[config.mk]
export PLATFORM = sky130hd
export DESIGN_NAME = rvh_mmu_ptw
export DESIGN_NICKNAME = d
export VERILOG_FILES = /design/src/rtl/rvh_mmu_pkg.sv /design/src/rtl/rvh_mmu_ptw_pte_check.sv /design/src/rtl/rvh_mmu_ptw.sv
export SDC_FILE = /design/constraint.sdc
export NUM_CORES = 1
export LEC_CHECK = 0
export BUFFER_PORTS_ARGS = -buffer_cell sky130_fd_sc_hd__buf_2
export CAP_MARGIN = 20
export CORE_MARGIN = 2
export CORE_UTILIZATION = 48
export DETAILED_ROUTE_END_ITERATION = 8
export GPL_TIMING_DRIVEN = 0
export PLACE_DENSITY = 0.81
export SYNTH_ARGS = -nofsm -noshare
export SYNTH_HDL_FRONTEND = slang
export SYNTH_HIERARCHICAL = 1
export SYNTH_SLANG_ARGS = --single-unit
export TNS_END_PERCENT = 5
[constraint.sdc]
create_clock -name clk -period 3.55 [get_ports clk]
set_input_delay 0.355 -clock clk [delete_from_list [all_inputs] [get_ports clk]]
set_output_delay 0.355 -clock clk [all_outputs]
set_load 0.05 [all_outputs]
[src/rtl/rvh_mmu_pkg.sv]
// Shared definitions for the Sv39 page-table walker: PTE layout, walk geometry, FSM states.
package rvh_mmu_pkg;

  // Sv39 walk geometry
  localparam int PT_LEVELS     = 3;
  localparam int VPN_IDX_WIDTH = 9;
  localparam int PTE_SIZE_LOG2 = 3;

  // PTE bit positions
  localparam int PTE_V       = 0;
  localparam int PTE_R       = 1;
  localparam int PTE_W       = 2;
  localparam int PTE_X       = 3;
  localparam int PTE_U       = 4;
  localparam int PTE_G       = 5;
  localparam int PTE_A       = 6;
  localparam int PTE_D       = 7;
  localparam int PTE_PPN_LSB = 10;
  localparam int PTE_PPN_MSB = 53;
  localparam int PTE_PPN_W   = PTE_PPN_MSB - PTE_PPN_LSB + 1;

  typedef enum logic [1:0] {
    PTW_IDLE = 2'd0,
    PTW_REQ  = 2'd1,
    PTW_WAIT = 2'd2,
    PTW_RESP = 2'd3
  } ptw_state_e;

endpackage

[src/rtl/rvh_mmu_ptw_pte_check.sv]
// Classifies one PTE read: leaf vs. pointer, page/access fault, and the next-level PPN.
module rvh_mmu_ptw_pte_check
  import rvh_mmu_pkg::*;
(
  input  logic [63:0]          pte_i,
  input  logic [1:0]           level_i,
  input  logic                 err_i,
  output logic                 is_leaf_o,
  output logic                 page_fault_o,
  output logic                 access_fault_o,
  output logic [PTE_PPN_W-1:0] next_ppn_o
);

  logic pte_v, pte_r, pte_w, pte_x;
  logic misaligned;

  assign pte_v      = pte_i[PTE_V];
  assign pte_r      = pte_i[PTE_R];
  assign pte_w      = pte_i[PTE_W];
  assign pte_x      = pte_i[PTE_X];
  assign next_ppn_o = pte_i[PTE_PPN_MSB:PTE_PPN_LSB];

  // Superpage leaves must have the PPN bits covered by the page offset cleared
  always_comb begin
    misaligned = 1'b0;
    case (level_i)
      2'd1:    misaligned = |pte_i[PTE_PPN_LSB +: VPN_IDX_WIDTH];
      2'd2:    misaligned = |pte_i[PTE_PPN_LSB +: 2*VPN_IDX_WIDTH];
      default: misaligned = 1'b0;
    endcase
  end

  // Fault classification; a bus error overrides anything decoded from the data
  always_comb begin
    is_leaf_o      = pte_r | pte_x;
    access_fault_o = err_i;
    page_fault_o   = ~err_i & ( ~pte_v
                              | (~pte_r & pte_w)
                              | ((pte_r | pte_x) & misaligned)
                              | (~(pte_r | pte_x) & (level_i == 2'd0)));
  end

endmodule

[src/rtl/rvh_mmu_ptw.sv]
// Sv39 page-table walker: one miss at a time, single outstanding PTE read, leaf/fault returned by tag.
module rvh_mmu_ptw
  import rvh_mmu_pkg::*;
#(
  parameter int VPN_WIDTH      = 27,
  parameter int PPN_WIDTH      = 44,
  parameter int PADDR_WIDTH    = 56,
  parameter int TRANS_ID_WIDTH = 3,
  parameter int ASID_WIDTH     = 16
) (
  input  logic                      clk,
  input  logic                      rstn,
  input  logic [PPN_WIDTH-1:0]      satp_ppn_i,
  input  logic                      ptw_req_vld_i,
  output logic                      ptw_req_rdy_o,
  input  logic [TRANS_ID_WIDTH-1:0] ptw_req_trans_id_i,
  input  logic [ASID_WIDTH-1:0]     ptw_req_asid_i,
  input  logic [VPN_WIDTH-1:0]      ptw_req_vpn_i,
  input  logic [1:0]                ptw_req_access_type_i,
  output logic                      mem_req_vld_o,
  output logic [PADDR_WIDTH-1:0]    mem_req_paddr_o,
  input  logic                      mem_req_rdy_i,
  input  logic                      mem_resp_vld_i,
  input  logic [63:0]               mem_resp_pte_i,
  input  logic                      mem_resp_err_i,
  output logic                      ptw_resp_vld_o,
  output logic [TRANS_ID_WIDTH-1:0] ptw_resp_trans_id_o,
  output logic [ASID_WIDTH-1:0]     ptw_resp_asid_o,
  output logic [VPN_WIDTH-1:0]      ptw_resp_vpn_o,
  output logic [1:0]                ptw_resp_access_type_o,
  output logic [63:0]               ptw_resp_pte_o,
  output logic [1:0]                ptw_resp_level_o,
  output logic                      ptw_resp_page_fault_o,
  output logic                      ptw_resp_access_fault_o
);

  localparam int FULL_ADDR_W = PPN_WIDTH + VPN_IDX_WIDTH + PTE_SIZE_LOG2;

  ptw_state_e                state_q, state_d;
  logic [1:0]                level_q, level_d;
  logic [PPN_WIDTH-1:0]      a_ppn_q, a_ppn_d;
  logic [TRANS_ID_WIDTH-1:0] trans_id_q, trans_id_d;
  logic [ASID_WIDTH-1:0]     asid_q, asid_d;
  logic [VPN_WIDTH-1:0]      vpn_q, vpn_d;
  logic [1:0]                acc_q, acc_d;
  logic [63:0]               pte_q, pte_d;
  logic [1:0]                res_level_q, res_level_d;
  logic                      pf_q, pf_d;
  logic                      af_q, af_d;

  logic                      chk_leaf, chk_pf, chk_af;
  logic [PTE_PPN_W-1:0]      chk_next_ppn;
  logic [VPN_IDX_WIDTH-1:0]  vpn_idx;
  logic [FULL_ADDR_W-1:0]    addr_full;

  rvh_mmu_ptw_pte_check u_pte_check (
    .pte_i          (mem_resp_pte_i),
    .level_i        (level_q),
    .err_i          (mem_resp_err_i),
    .is_leaf_o      (chk_leaf),
    .page_fault_o   (chk_pf),
    .access_fault_o (chk_af),
    .next_ppn_o     (chk_next_ppn)
  );

  // VPN slice indexing the table at the current level
  always_comb begin
    vpn_idx = vpn_q[0 +: VPN_IDX_WIDTH];
    case (level_q)
      2'd2:    vpn_idx = vpn_q[2*VPN_IDX_WIDTH +: VPN_IDX_WIDTH];
      2'd1:    vpn_idx = vpn_q[VPN_IDX_WIDTH +: VPN_IDX_WIDTH];
      default: vpn_idx = vpn_q[0 +: VPN_IDX_WIDTH];
    endcase
  end

  // Address depends only on walk registers, so it holds steady while REQ is stalled
  assign addr_full       = {a_ppn_q, vpn_idx, {PTE_SIZE_LOG2{1'b0}}};
  assign mem_req_paddr_o = PADDR_WIDTH'(addr_full);

  assign ptw_req_rdy_o           = (state_q == PTW_IDLE);
  assign mem_req_vld_o           = (state_q == PTW_REQ);
  assign ptw_resp_vld_o          = (state_q == PTW_RESP);
  assign ptw_resp_trans_id_o     = trans_id_q;
  assign ptw_resp_asid_o         = asid_q;
  assign ptw_resp_vpn_o          = vpn_q;
  assign ptw_resp_access_type_o  = acc_q;
  assign ptw_resp_pte_o          = pte_q;
  assign ptw_resp_level_o        = res_level_q;
  assign ptw_resp_page_fault_o   = pf_q;
  assign ptw_resp_access_fault_o = af_q;

  // Walk FSM: next state and register updates
  always_comb begin
    state_d     = state_q;
    level_d     = level_q;
    a_ppn_d     = a_ppn_q;
    trans_id_d  = trans_id_q;
    asid_d      = asid_q;
    vpn_d       = vpn_q;
    acc_d       = acc_q;
    pte_d       = pte_q;
    res_level_d = res_level_q;
    pf_d        = pf_q;
    af_d        = af_q;
    case (state_q)
      PTW_IDLE: begin
        if (ptw_req_vld_i) begin
          trans_id_d = ptw_req_trans_id_i;
          asid_d     = ptw_req_asid_i;
          vpn_d      = ptw_req_vpn_i;
          acc_d      = ptw_req_access_type_i;
          a_ppn_d    = satp_ppn_i;
          level_d    = 2'd2;
          state_d    = PTW_REQ;
        end
      end
      PTW_REQ: begin
        if (mem_req_rdy_i) state_d = PTW_WAIT;
      end
      PTW_WAIT: begin
        if (mem_resp_vld_i) begin
          if (chk_af || chk_pf || chk_leaf) begin
            // Terminal: faults report a zero PTE at the level where they hit
            pte_d       = (chk_af || chk_pf) ? 64'd0 : mem_resp_pte_i;
            res_level_d = level_q;
            pf_d        = chk_pf;
            af_d        = chk_af;
            state_d     = PTW_RESP;
          end else begin
            a_ppn_d = PPN_WIDTH'(chk_next_ppn);
            level_d = level_q - 2'd1;
            state_d = PTW_REQ;
          end
        end
      end
      PTW_RESP: begin
        state_d = PTW_IDLE;
      end
      default: state_d = PTW_IDLE;
    endcase
  end

  // State and walk registers; reset drops any walk in flight
  always_ff @(posedge clk or negedge rstn) begin
    if (!rstn) begin
      state_q     <= PTW_IDLE;
      level_q     <= 2'd2;
      a_ppn_q     <= '0;
      trans_id_q  <= '0;
      asid_q      <= '0;
      vpn_q       <= '0;
      acc_q       <= '0;
      pte_q       <= '0;
      res_level_q <= '0;
      pf_q        <= 1'b0;
      af_q        <= 1'b0;
    end else begin
      state_q     <= state_d;
      level_q     <= level_d;
      a_ppn_q     <= a_ppn_d;
      trans_id_q  <= trans_id_d;
      asid_q      <= asid_d;
      vpn_q       <= vpn_d;
      acc_q       <= acc_d;
      pte_q       <= pte_d;
      res_level_q <= res_level_d;
      pf_q        <= pf_d;
      af_q        <= af_d;
    end
  end

endmodule

==> results of run 1 <==
## power groups by stage
stage          clock network (W)  logic [W]  registers, W
2_1_floorplan                  0    0.00231       0.00595
3_3_place_gp                   0    0.00667       0.00315
3_5_place_dp                   0    0.00677       0.00319
4_1_cts                  0.00189    0.00678       0.00316
5_1_grt                  0.00197    0.00705       0.00327
6_report                 0.00184    0.00674       0.00316
## state kept, by name, indices dropped and copies added (netlist names)
name	flops
ptw_resp_level_o	2
ptw_resp_pte_o	64
ptw_resp_access_fault_o	1
ptw_resp_page_fault_o	1
ptw_resp_access_type_o	2
ptw_resp_asid_o	16
ptw_resp_trans_id_o	3
level_q	2
a_ppn_q	44
ptw_resp_vpn_o	27
state_q	2
## layout by cell type (no fill, tap or decap), drive strengths merged, types with 9 or more instances in the layout
cell type,netlist,layout
o21ai,9,9
inv,70,72
mux2i,67,67
dfrtp,163,163
a22oi,9,9
clkbuf,15,37
mux2,140,140
buf,66,400
nand2,74,74
## synthesized netlist by cell type, drive strengths merged (2+ instances only)
library cell	instances
nand2	74
nor2	3
dfrtp	163
or3	2
ha	5
buf	66
inv	70
mux2	140
a211oi	2
or4	2
clkbuf	15
nor2b	3
nor3	3
o21ai	9
mux2i	67
a22oi	9
## worst paths after layout
kind / from / end / slack (ns) / cells past startpoint
max in group asynchronous: rstn / ptw_resp_vpn_o[4] / 2.19 / 3
min in group asynchronous: rstn / ptw_resp_pte_o[34] / 0.48 / 2
max reg2reg: level_q[1] / a_ppn_q[36] / 0.42 / 9
min reg2reg: a_ppn_q[21] / a_ppn_q[21] / 0.49 / 1
min: ptw_req_vpn_i[5] / ptw_resp_vpn_o[5] / 0.17 / 2
max: mem_resp_pte_i[25] / a_ppn_q[36] / 0.37 / 9
## logic make-up after synthesis
kind of cell | after synthesis
buffers and inverters | 151
and+or+nand+nor | 92
other | 1
AOI/OAI and AO/OA | 27
muxes | 207
adders and majority gates | 5
DFF | 164
## per-layer routing
layer  global-route usage  vias to the layer above  wire, um
met5                    0                        -        13
met4               0.1027                        2       626
met3              0.06906                       44      1456
met2               0.4395                      246     10930
met1               0.2785                     2900      8093
li1                     -                     2821         -
## critical path: stages
cell	delay, ns
buf_2	0.13
or4_4	0.55
o41ai_2	0.36
a31o_1	0.20
a31oi_1	0.14
or3_4	0.44
a211oi_4	0.67
buf_6	0.25
mux2_2	0.36
## area by class of cell
cell class / instances / area, sq um / area share
well taps: 216 / 270.3 / 0.02600
inverters: 70 / 262.8 / 0.02527
flip-flops and latches: 164 / 4105 / 0.3949
clock inverters: 10 / 121.4 / 0.01167
plain buffers: 81 / 530.5 / 0.05103
multi-input cells: 334 / 2918 / 0.2807
repair buffers: 335 / 1714 / 0.1649
clock buffers: 22 / 474.2 / 0.04561
## stage by stage
stage               power, W  TNS (ns)
finish               0.01174         0
global route         0.01229         0
detailed placement  0.009956    -1.731
global placement    0.009819    -72.55
floorplan           0.008267         0
CTS                  0.01184         0
==> metrics.yaml, run 1 <==
synthesis:
  ys_ff_latch: 164
  ys_seq_area_frac: 0.5257
  synth.avg_cell_area_sq_um: 12.07
  syn_inst: 647
  synth_edf_count: 0
  muxShareOfSynthArea: 0.2878
  ys.flop_type: "dfrtp_1"
  synthSimpleGateAreaFrac: 0.05031
  synth_xor_area_frac: 0
  synth_fa_ha_area_frac: 0.008012
  synth_top_family_by_area: "multiplexers"
  synth-compound-area-share: 0.02612
  synth-async-reset-ratio: 1.000
  synth.area.top_cells: "dfrtp_1 52%, mux2_2 20%, mux2i_1 8.6%"
  synth_area_sq_um: 7809
  synth_cell_types: 37
  synth_area_leader_cell: "dfrtp_1"
  netlist.area_leader.share: 0.5224
  yosys_warnings: 6
layout:
  nFillCells: 1306
  final_area_sq_um: 10400
  nets: 1170
  drive_above_1_share: 0.5650
  utilization: 0.6545
  num_antenna_cells: 0
  syn2layout_area_growth_pct: 33.14
  fin_cells: 1232
timing:
  max_slew_margin: 0.4197
  rsz0062_at_grt: "no"
  fin_crit_ns: 3.178
  setup_ws_ns: 0.3717
  hold_viol_final: 0
  holdWs_ns: 0.1697
  fmax_mhz: 314.6
  fin_crit_sh: 0.8953
  setup_violations: 0
  fin_skew_ns: 0.005411
  maxSlewViolCount: 0
  worst_pin_slew_ns: 0.8673
power:
  leakage_nw: 5.587
  p_int_w: 0.005715
  p_per_area_nw_per_um2: 1129
  swShare: 0.5133
  comb_power_share: 0.574
  ir_drop_v: 0.0009832
  seq_power_share: 0.269
  power.switching_w: 0.006028
  power.share.clock: 0.157
cts:
  clock_latency_ns: 0.41
  cts_tree: "built"
  postCtsResizedCells: 0
  ctsHoldBuffers: 1
  cts_buffers: 17
  clock_sinks: 164
  clock_path_buffers: 2
  cts_htree_levels: 4
  cts.clk_slew.worst_paths_ns: 0.07
  cts_setup_buffers: 0
  cts_root_buf: "clkbuf_16"
critical_path:
  worstPathMaxFanout: 10
  worstPathRequired_ns: 3.84
  arrival_ns: 3.47
  crit_type: "primary input to flip-flop"
  cp-end-kind: "flip-flop"
  startpoint_type: "primary input"
place:
  dp_cells: 1199
  dp_slack_ns: -0.06558
  hpwl_um: 16160
  gp_congestion: 0.8356
  place_area_sq_um: 9791
  port_buffers: 333
run:
  maxCapViolCount: 0
detailed_routing:
  ant_nets: 0
  wire_per_inst_um: 17.14
  wirelength_um: 21120
  drtIter0Drc: 176
  drcViolationCount: 0
  routed_via_density: 4.881
  drt_first_pass_iters: 4
  num_vias: 6013
global_route:
  antenna_found_initial: 1
  overflow: 0
  grt_pass1_vias: 6368
  grt_use_total: 0.2472
  grt_max_degree: 105
  grt_first_pass_wirelength_um: 33570
floorplanning:
  initial_utilization: 0.4916
  rows: 46
  core_area_sq_um: 15890
  die_w_um: 131.5
  io_pins: 337
  fp.dieH_um: 131.5
  dieArea_sq_um: 17300
outcome:
  status: "completed"
hold_path:
  hold_class: "primary input to flip-flop"
(Power assumes the default switching activity.)
==> run 2, diff against run 1 <==
--- a/config.mk
+++ b/config.mk
@@ -5,6 +5,7 @@
 export SDC_FILE = /design/constraint.sdc
 export NUM_CORES = 1
 export LEC_CHECK = 0
+export ABC_AREA = 1
 export BUFFER_PORTS_ARGS = -buffer_cell sky130_fd_sc_hd__buf_2
 export CAP_MARGIN = 20
 export CORE_MARGIN = 2
==> metrics.yaml, run 2 <==
outcome:
  status: "completed"
layout:
  fin_cells: 1587  # +29%
  syn2layout_area_growth_pct: 33.61
  nFillCells: 1371  # +5.0%
  nets: 1524  # +30%
  drive_above_1_share: 0.3314  # -0.2336
  final_area_sq_um: 10420  # +0.18%
  layout_commonest_cell: "nand2_1"
  final_cell_mix: "482 x nand2_1, 357 x buf_2, 163 x dfrtp_1, 95 x nand3_1, 55 x buf_4"
  largest_reg_flops: 64  # unchanged
power:
  p_total_w: 0.01147  # -2.3%
  p_per_area_nw_per_um2: 1101  # -2.5%
  ir_drop_v: 0.001096  # +11%
  leakage_nw: 6.022  # +7.8%
synthesis:
  yosys_warnings: 6  # unchanged
  synth.avg_cell_area_sq_um: 7.787  # -35%
  netlist.area_leader.share: 0.5233  # +0.0009223
  ys_seq_area_frac: 0.5266  # +0.0009282
  synth_area_sq_um: 7795  # -0.18%
  synth_cell_types: 25  # -32%
  ys_ff_latch: 164  # unchanged
  synth.area.top_cells: "dfrtp_1 52%, nand2_1 23%, nand3_1 6.1%"
  synth_area_leader_cell: "dfrtp_1"
  ys.flop_type: "dfrtp_1"
  synth-async-reset-ratio: 1.000  # unchanged
  syn_inst: 1001  # +55%
  synth_common_cells: "482 x nand2_1, 163 x dfrtp_1, 95 x nand3_1"
  synth_edf_count: 0  # unchanged
  yosysMostFrequentCell: "nand2_1"
place:
  dp_cells: 1553  # +30%
  hpwl_um: 18190  # +13%
  place_area_sq_um: 9777  # -0.14%
  port_buffers: 333  # unchanged
  gp_congestion: 0.9084  # +8.7%
cts:
  cts_root_buf: "clkbuf_16"
  cts_htree_levels: 4  # unchanged
  clock_sinks: 164  # unchanged
  cts_tree: "built"
  cts_setup_buffers: 0  # unchanged
  cts.clk_slew.worst_paths_ns: 0.07  # about the same
  cts_buffers: 17  # unchanged
  clock_path_buffers: 2  # unchanged
  clock_latency_ns: 0.43  # +0.02 ns
detailed_routing:
  drt_first_pass_iters: 5  # +1
  routed_via_density: 4.899  # +0.38%
  wirelength_um: 24240  # +15%
  drtIter0Drc: 379  # +120%
  drcViolationCount: 0  # unchanged
  num_vias: 7775  # +29%
  ant_nets: 0  # unchanged
  wire_per_inst_um: 15.27  # -11%
timing:
  setup_violations: 0  # unchanged
  fmax_mhz: 347.6  # +10%
  setup_tns_ns: 0  # unchanged
  fin_crit_sh: 0.8103  # -0.08499
  worst_pin_slew_ns: 0.5642  # -0.3031 ns
  fin_crit_ns: 2.877  # -0.3017 ns
  max_slew_margin: 0.6239  # +0.2042
  maxSlewViolCount: 0  # unchanged
  hold_viol_final: 0  # unchanged
  fin_skew_ns: 0.01231  # +0.006901 ns
  rsz0062_at_grt: "no"
floorplanning:
  core_area_sq_um: 15890  # unchanged
  fp.dieH_um: 131.4  # about the same
  initial_utilization: 0.4907  # -0.0008664
  io_pins: 337  # unchanged
  die_w_um: 131.4  # about the same
  rows: 46  # unchanged
  dieArea_sq_um: 17280  # -0.17%
global_route:
  grtUsageMet1: 0.3382  # +0.05971
  grt_pass1_vias: 7247  # +14%
  grt_use_total: 0.2791  # +0.03195
  use_met2: 0.4729  # +0.03345
  gr-usage-met3: 0.07870  # +0.009645
  antenna_found_initial: 3  # +2
  grt_max_degree: 95  # -9.5%
  overflow: 0  # unchanged
  grt.busiest_layer: "met2"
  grt_first_pass_wirelength_um: 38070  # +13%
hold_path:
  hold_class: "primary input to flip-flop"
critical_path:
  worstPathRequired_ns: 3.19  # -0.65 ns
  worstPathMaxFanout: 10  # unchanged
  critPathTopFamily: "buffers and inverters"
  arrival_ns: 2.52  # -0.95 ns
  critPathBufInv: 4  # +2
  cp-end-kind: "primary output"
  crit_type: "flip-flop to primary output"
  crit_slowest_cell: "dfrtp_1"
  crit_chain: "inv_1 -> ha_1 -> clkbuf_1 -> clkinv_1 -> nor2_1 -> a21oi_1 -> buf_2"
  slowest_delay_ns: 0.48  # -0.19 ns
  startpoint_type: "flip-flop"
run:
  maxCapViolCount: 0  # unchanged
run 2: final timing paths:
check                                         start                   endpoint  slack [ns]  depth (start not counted)
max in group asynchronous                      rstn  ptw_resp_access_type_o[0]        2.21                          3
worst max-delay path                     level_q[0]        mem_req_paddr_o[11]        0.67                          7
worst max register to register           level_q[1]         ptw_resp_pte_o[58]        0.83                         14
worst min register to register  ptw_resp_asid_o[14]        ptw_resp_asid_o[14]        0.46                          2
worst min-delay path             ptw_req_asid_i[11]        ptw_resp_asid_o[11]        0.15                          3
min in group asynchronous                      rstn                a_ppn_q[41]        0.47                          2
run 2: logic make-up (layout without fill, tap and decap cells):
logic type,after synthesis,in the layout,synth area share
flip-flops,164,164,0.5266
buffers and inverters,131,498,0.09358
AND/OR/NAND/NOR,610,610,0.3135
adder cells (fa/ha/maj),5,5,0.008026
AO/OA/AOI/OAI,90,90,0.05778
other,1,4,0.0004811
run 2: layout make-up:
class / count / area, sq um / share of cell area
Antenna cell: 1 / 2.502 / 0.0002403
Buffer: 109 / 646.9 / 0.06211
Clock buffer: 20 / 446.7 / 0.04289
Clock inverter: 12 / 178.9 / 0.01718
Inverter: 22 / 82.58 / 0.007929
Multi-Input combinational cell: 708 / 2968 / 0.2850
Sequential cell: 164 / 4105 / 0.3942
Tap cell: 216 / 270.3 / 0.02595
Timing Repair Buffer: 335 / 1714 / 0.1646
run 2: worst register-to-register path, cell delays in order, from the launching register on:
cell	delay, ns
dfstp_2	0.60
inv_1	0.08
ha_1	0.17
or2_2	0.28
nand2_1	0.07
nand2_1	0.05
nand2_1	0.05
a21oi_1	0.07
nor2_1	0.17
nand2_1	0.11
nand3_2	0.20
buf_2	0.30
buf_2	0.31
nand2_1	0.10
o21ai_1	0.09
run 2: stage by stage:
stage                     hold slack, ns  setup slack, ns    util
final                             0.1501           0.6734  0.6556
after CTS                         0.1376           0.6548  0.6555
after detailed placement          0.3509           0.8378  0.6155
after global placement            0.4490          -0.3892  0.6131
after floorplan                  0.05941            1.262       -
after global routing              0.1499           0.4690  0.6556
run 2: timing repair:
item	CTS	global route
setup endpoints to repair	0	0
hold buffers	1	0
gates resized for setup	0	0
endpoints found under the hold margin	69	0
run 2: per-layer routing:
layer | vias up | part of all wire
met3 | 48 | 0.071
met5 | - | 0.00054
met4 | 2 | 0.030
met1 | 3592 | 0.40
li1 | 3811 | -
met2 | 322 | 0.50
run 2: report_power, final:
| part | internal (W) | total, W | switching, W | leakage (nW) |
|---|---|---|---|---|
| Sequential | 0.00260 | 0.00308 | 0.000487 | 2.10 |
| Clock | 0.00120 | 0.00196 | 0.000757 | 0.297 |
| Combinational | 0.00144 | 0.00643 | 0.00499 | 3.62 |
==> run 3, diff against run 2 <==
--- a/config.mk
+++ b/config.mk
@@ -5,14 +5,15 @@
 export SDC_FILE = /design/constraint.sdc
 export NUM_CORES = 1
 export LEC_CHECK = 0
-export ABC_AREA = 1
+export ABC_AREA = 0
 export BUFFER_PORTS_ARGS = -buffer_cell sky130_fd_sc_hd__buf_2
 export CAP_MARGIN = 20
+export CORE_ASPECT_RATIO = 1.4
 export CORE_MARGIN = 2
-export CORE_UTILIZATION = 48
+export CORE_UTILIZATION = 43
 export DETAILED_ROUTE_END_ITERATION = 8
 export GPL_TIMING_DRIVEN = 0
-export PLACE_DENSITY = 0.81
+export PLACE_DENSITY = 0.76
 export SYNTH_ARGS = -nofsm -noshare
 export SYNTH_HDL_FRONTEND = slang
 export SYNTH_HIERARCHICAL = 1
==> constraint.sdc (replaced) <==
create_clock -name clk -period 2.55 [get_ports clk]
set_input_delay 0.255 -clock clk [delete_from_list [all_inputs] [get_ports clk]]
set_output_delay 0.255 -clock clk [all_outputs]
set_load 0.05 [all_outputs]
==> metrics.yaml, run 3 (synthesis results as in run 1) <==
place:
  port_buffers: 333  # unchanged
  hpwl_um: 16160  # -11%
  dp_slack_ns: -1.090  # -1.928 ns
  gp_congestion: 0.8485  # -6.6%
  dp_cells: 1223  # -21%
critical_path:
  worstPathMaxFanout: 10  # unchanged
  crit_chain: "inv_4 -> ha_4 -> o211ai_1 -> a31o_1 -> a31oi_4 -> or3_4 -> a211oi_4 -> buf_6 -> buf_8 -> mux2_2"
  startpoint: "level_q[1]"
  startpoint_type: "flip-flop"
  reg2reg_slack_ns: -0.13  # -0.96 ns
  critPathTopFamily: "compound AO/OA/AOI/OAI gates"
  r2r-end: "a_ppn_q[24]"
  critPathBufInv: 3  # -1
  crit_slowest_cell: "dfstp_2"
  worst-r2r-cell-count: 10  # -4
  cp-end-kind: "flip-flop"
  worstPathRequired_ns: 2.85  # -0.34 ns
  slowest_delay_ns: 0.56  # +0.08 ns
  cp-endpoint: "a_ppn_q[24]"
  arrival_ns: 2.98  # +0.46 ns
  crit_type: "flip-flop to flip-flop"
  r2r-start: "level_q[1]"
  crit_cells: 10  # +3
cts:
  cts_htree_levels: 4  # unchanged
  cts_buffers: 17  # unchanged
  cts.clk_slew.worst_paths_ns: 0.07  # about the same
  clock_path_buffers: 2  # unchanged
  cts_tree: "built"
  clock_latency_ns: 0.42  # about the same
  cts_root_buf: "clkbuf_16"
  clock_sinks: 164  # unchanged
detailed_routing:
  drt_first_pass_iters: 4  # -1
  drtIter0Drc: 251  # -34%
  wire_per_inst_um: 16.92  # +11%
  wirelength_um: 21540  # -11%
  ant_nets: 0  # unchanged
  num_vias: 5993  # -23%
  routed_via_density: 4.708  # -3.9%
  drcViolationCount: 0  # unchanged
global_route:
  grt_first_pass_wirelength_um: 33040  # -13%
  antenna_found_initial: 0  # -3
  grt_use_total: 0.2204  # -0.05872
  grt_max_degree: 87  # -8.4%
  overflow: 0  # unchanged
  grt_pass1_vias: 6264  # -14%
power:
  p_per_area_nw_per_um2: 1562  # +42%
  ir_drop_v: 0.001343  # +23%
  leakage_nw: 5.876  # -2.4%
layout:
  largest_reg_flops: 64  # unchanged
  nets: 1187  # -22%
  drive_above_1_share: 0.5895  # +0.2582
  final_cell_mix: "337 x buf_2, 162 x dfrtp_1, 104 x mux2_2, 74 x nand2_1, 69 x inv_1"
  num_antenna_cells: 0  # -1
  syn2layout_area_growth_pct: 39.79
  layout_commonest_cell: "buf_2"
  fin_cells: 1273  # -20%
floorplanning:
  die_w_um: 117.9  # -10%
  dieArea_sq_um: 19270  # +12%
  io_pins: 337  # unchanged
  core_area_sq_um: 17850  # +12%
  fp.dieH_um: 163.4  # +24%
  rows: 58  # +26%
  initial_utilization: 0.4374  # -0.05329
outcome:
  status: "finished with violations"
  violations: "setup timing"
hold_path:
  hold_class: "primary input to flip-flop"
  min_path_cells: 2  # -1
timing:
  setup_ws_ns: -0.1306  # -0.8040 ns
  fmax_mhz: 373.1
  fin_crit_sh: 1.051
  fin_skew_ns: 0.009239  # -0.003073 ns
  holdWs_ns: 0.06834  # -0.08181 ns
  fin_crit_ns: 2.681
  maxSlewViolCount: 0  # unchanged
  rsz0062_at_grt: "yes"
  setup_violations: 45  # +45
  hold_viol_final: 0  # unchanged
  max_slew_margin: 0.5577  # -0.06624
  worst_pin_slew_ns: 0.6635  # +0.09936 ns
run:
  maxCapViolCount: 0  # unchanged
run 3: through the flow:
stage               utilization  setup TNS [ns]  cell area (sq um)  power, W
global route             0.6114          -8.964              10920   0.01783
CTS                      0.6011          -11.37              10730   0.01696
floorplan                     -          -13.27               7816   0.01151
detailed placement       0.5501          -90.81               9821   0.01384
global placement         0.5480         -305.58               9783   0.01367
finish                   0.6114          -3.586              10920   0.01705
run 3: worst reg2reg max path: cells and delay by family, from the launching register on:
family                   cells  cell delay, ns
AND/OR/NAND/NOR              1            0.38
flip-flops                   1            0.56
multiplexers                 1            0.34
AO/OA/AOI/OAI                4            0.75
adder cells (fa/ha/maj)      1            0.14
buffers and inverters        3            0.40
run 3: how the worst min path moves through the flow:
| stage | slack (ns) | endpoint | from |
|---|---|---|---|
| final | 0.07 | ptw_resp_access_type_o[1] | ptw_req_access_type_i[1] |
| after global routing | 0.05 | ptw_resp_asid_o[0] | ptw_req_asid_i[0] |
| after CTS | 0.05 | ptw_resp_asid_o[6] | ptw_req_asid_i[6] |
| after detailed placement | 0.28 | a_ppn_q[8] | rstn |
| after global placement | 0.47 | a_ppn_q[21] | a_ppn_q[21] |
| after floorplan | -0.04 | a_ppn_q[0] | rstn |
run 3: what timing repair did:
| item | in CTS | in global routing |
|---|---|---|
| endpoints found under the hold margin | 78 | 0 |
| hold buffers | 1 | 0 |
| resized for setup | 65 | 34 |
| gates cloned | 1 | 2 |
| buffers inserted | 7 | 7 |
| endpoints found under the setup margin | 123 | 114 |
| pin swaps | 4 | 1 |
run 3: routing by layer:
metal | wire, um | global-route usage | vias up
met1 | 8232 | 0.2426 | 2884
met4 | 588 | 0.08215 | 0
li1 | - | - | 2840
met3 | 1153 | 0.05447 | 36
met5 | 0 | 0 | -
met2 | 11570 | 0.4091 | 233
run 3: final cells by class:
type	instances	area, sq um
clock inverter	13	147.6
sequential	164	4106
fill	1507	6937
multi-input combinational	334	3115
buffer	81	611.8
inverter	70	265.3
tap	240	300.3
clock buffer	19	442.9
timing repair buffer	352	1926
run 3: power breakdown:
part | switching [W] | total (W) | internal [W]
Combinational | 0.00687 | 0.0101 | 0.00320
Sequential | 0.000639 | 0.00440 | 0.00376
Clock | 0.00110 | 0.00259 | 0.00149
Total | 0.00861 | 0.0171 | 0.00844
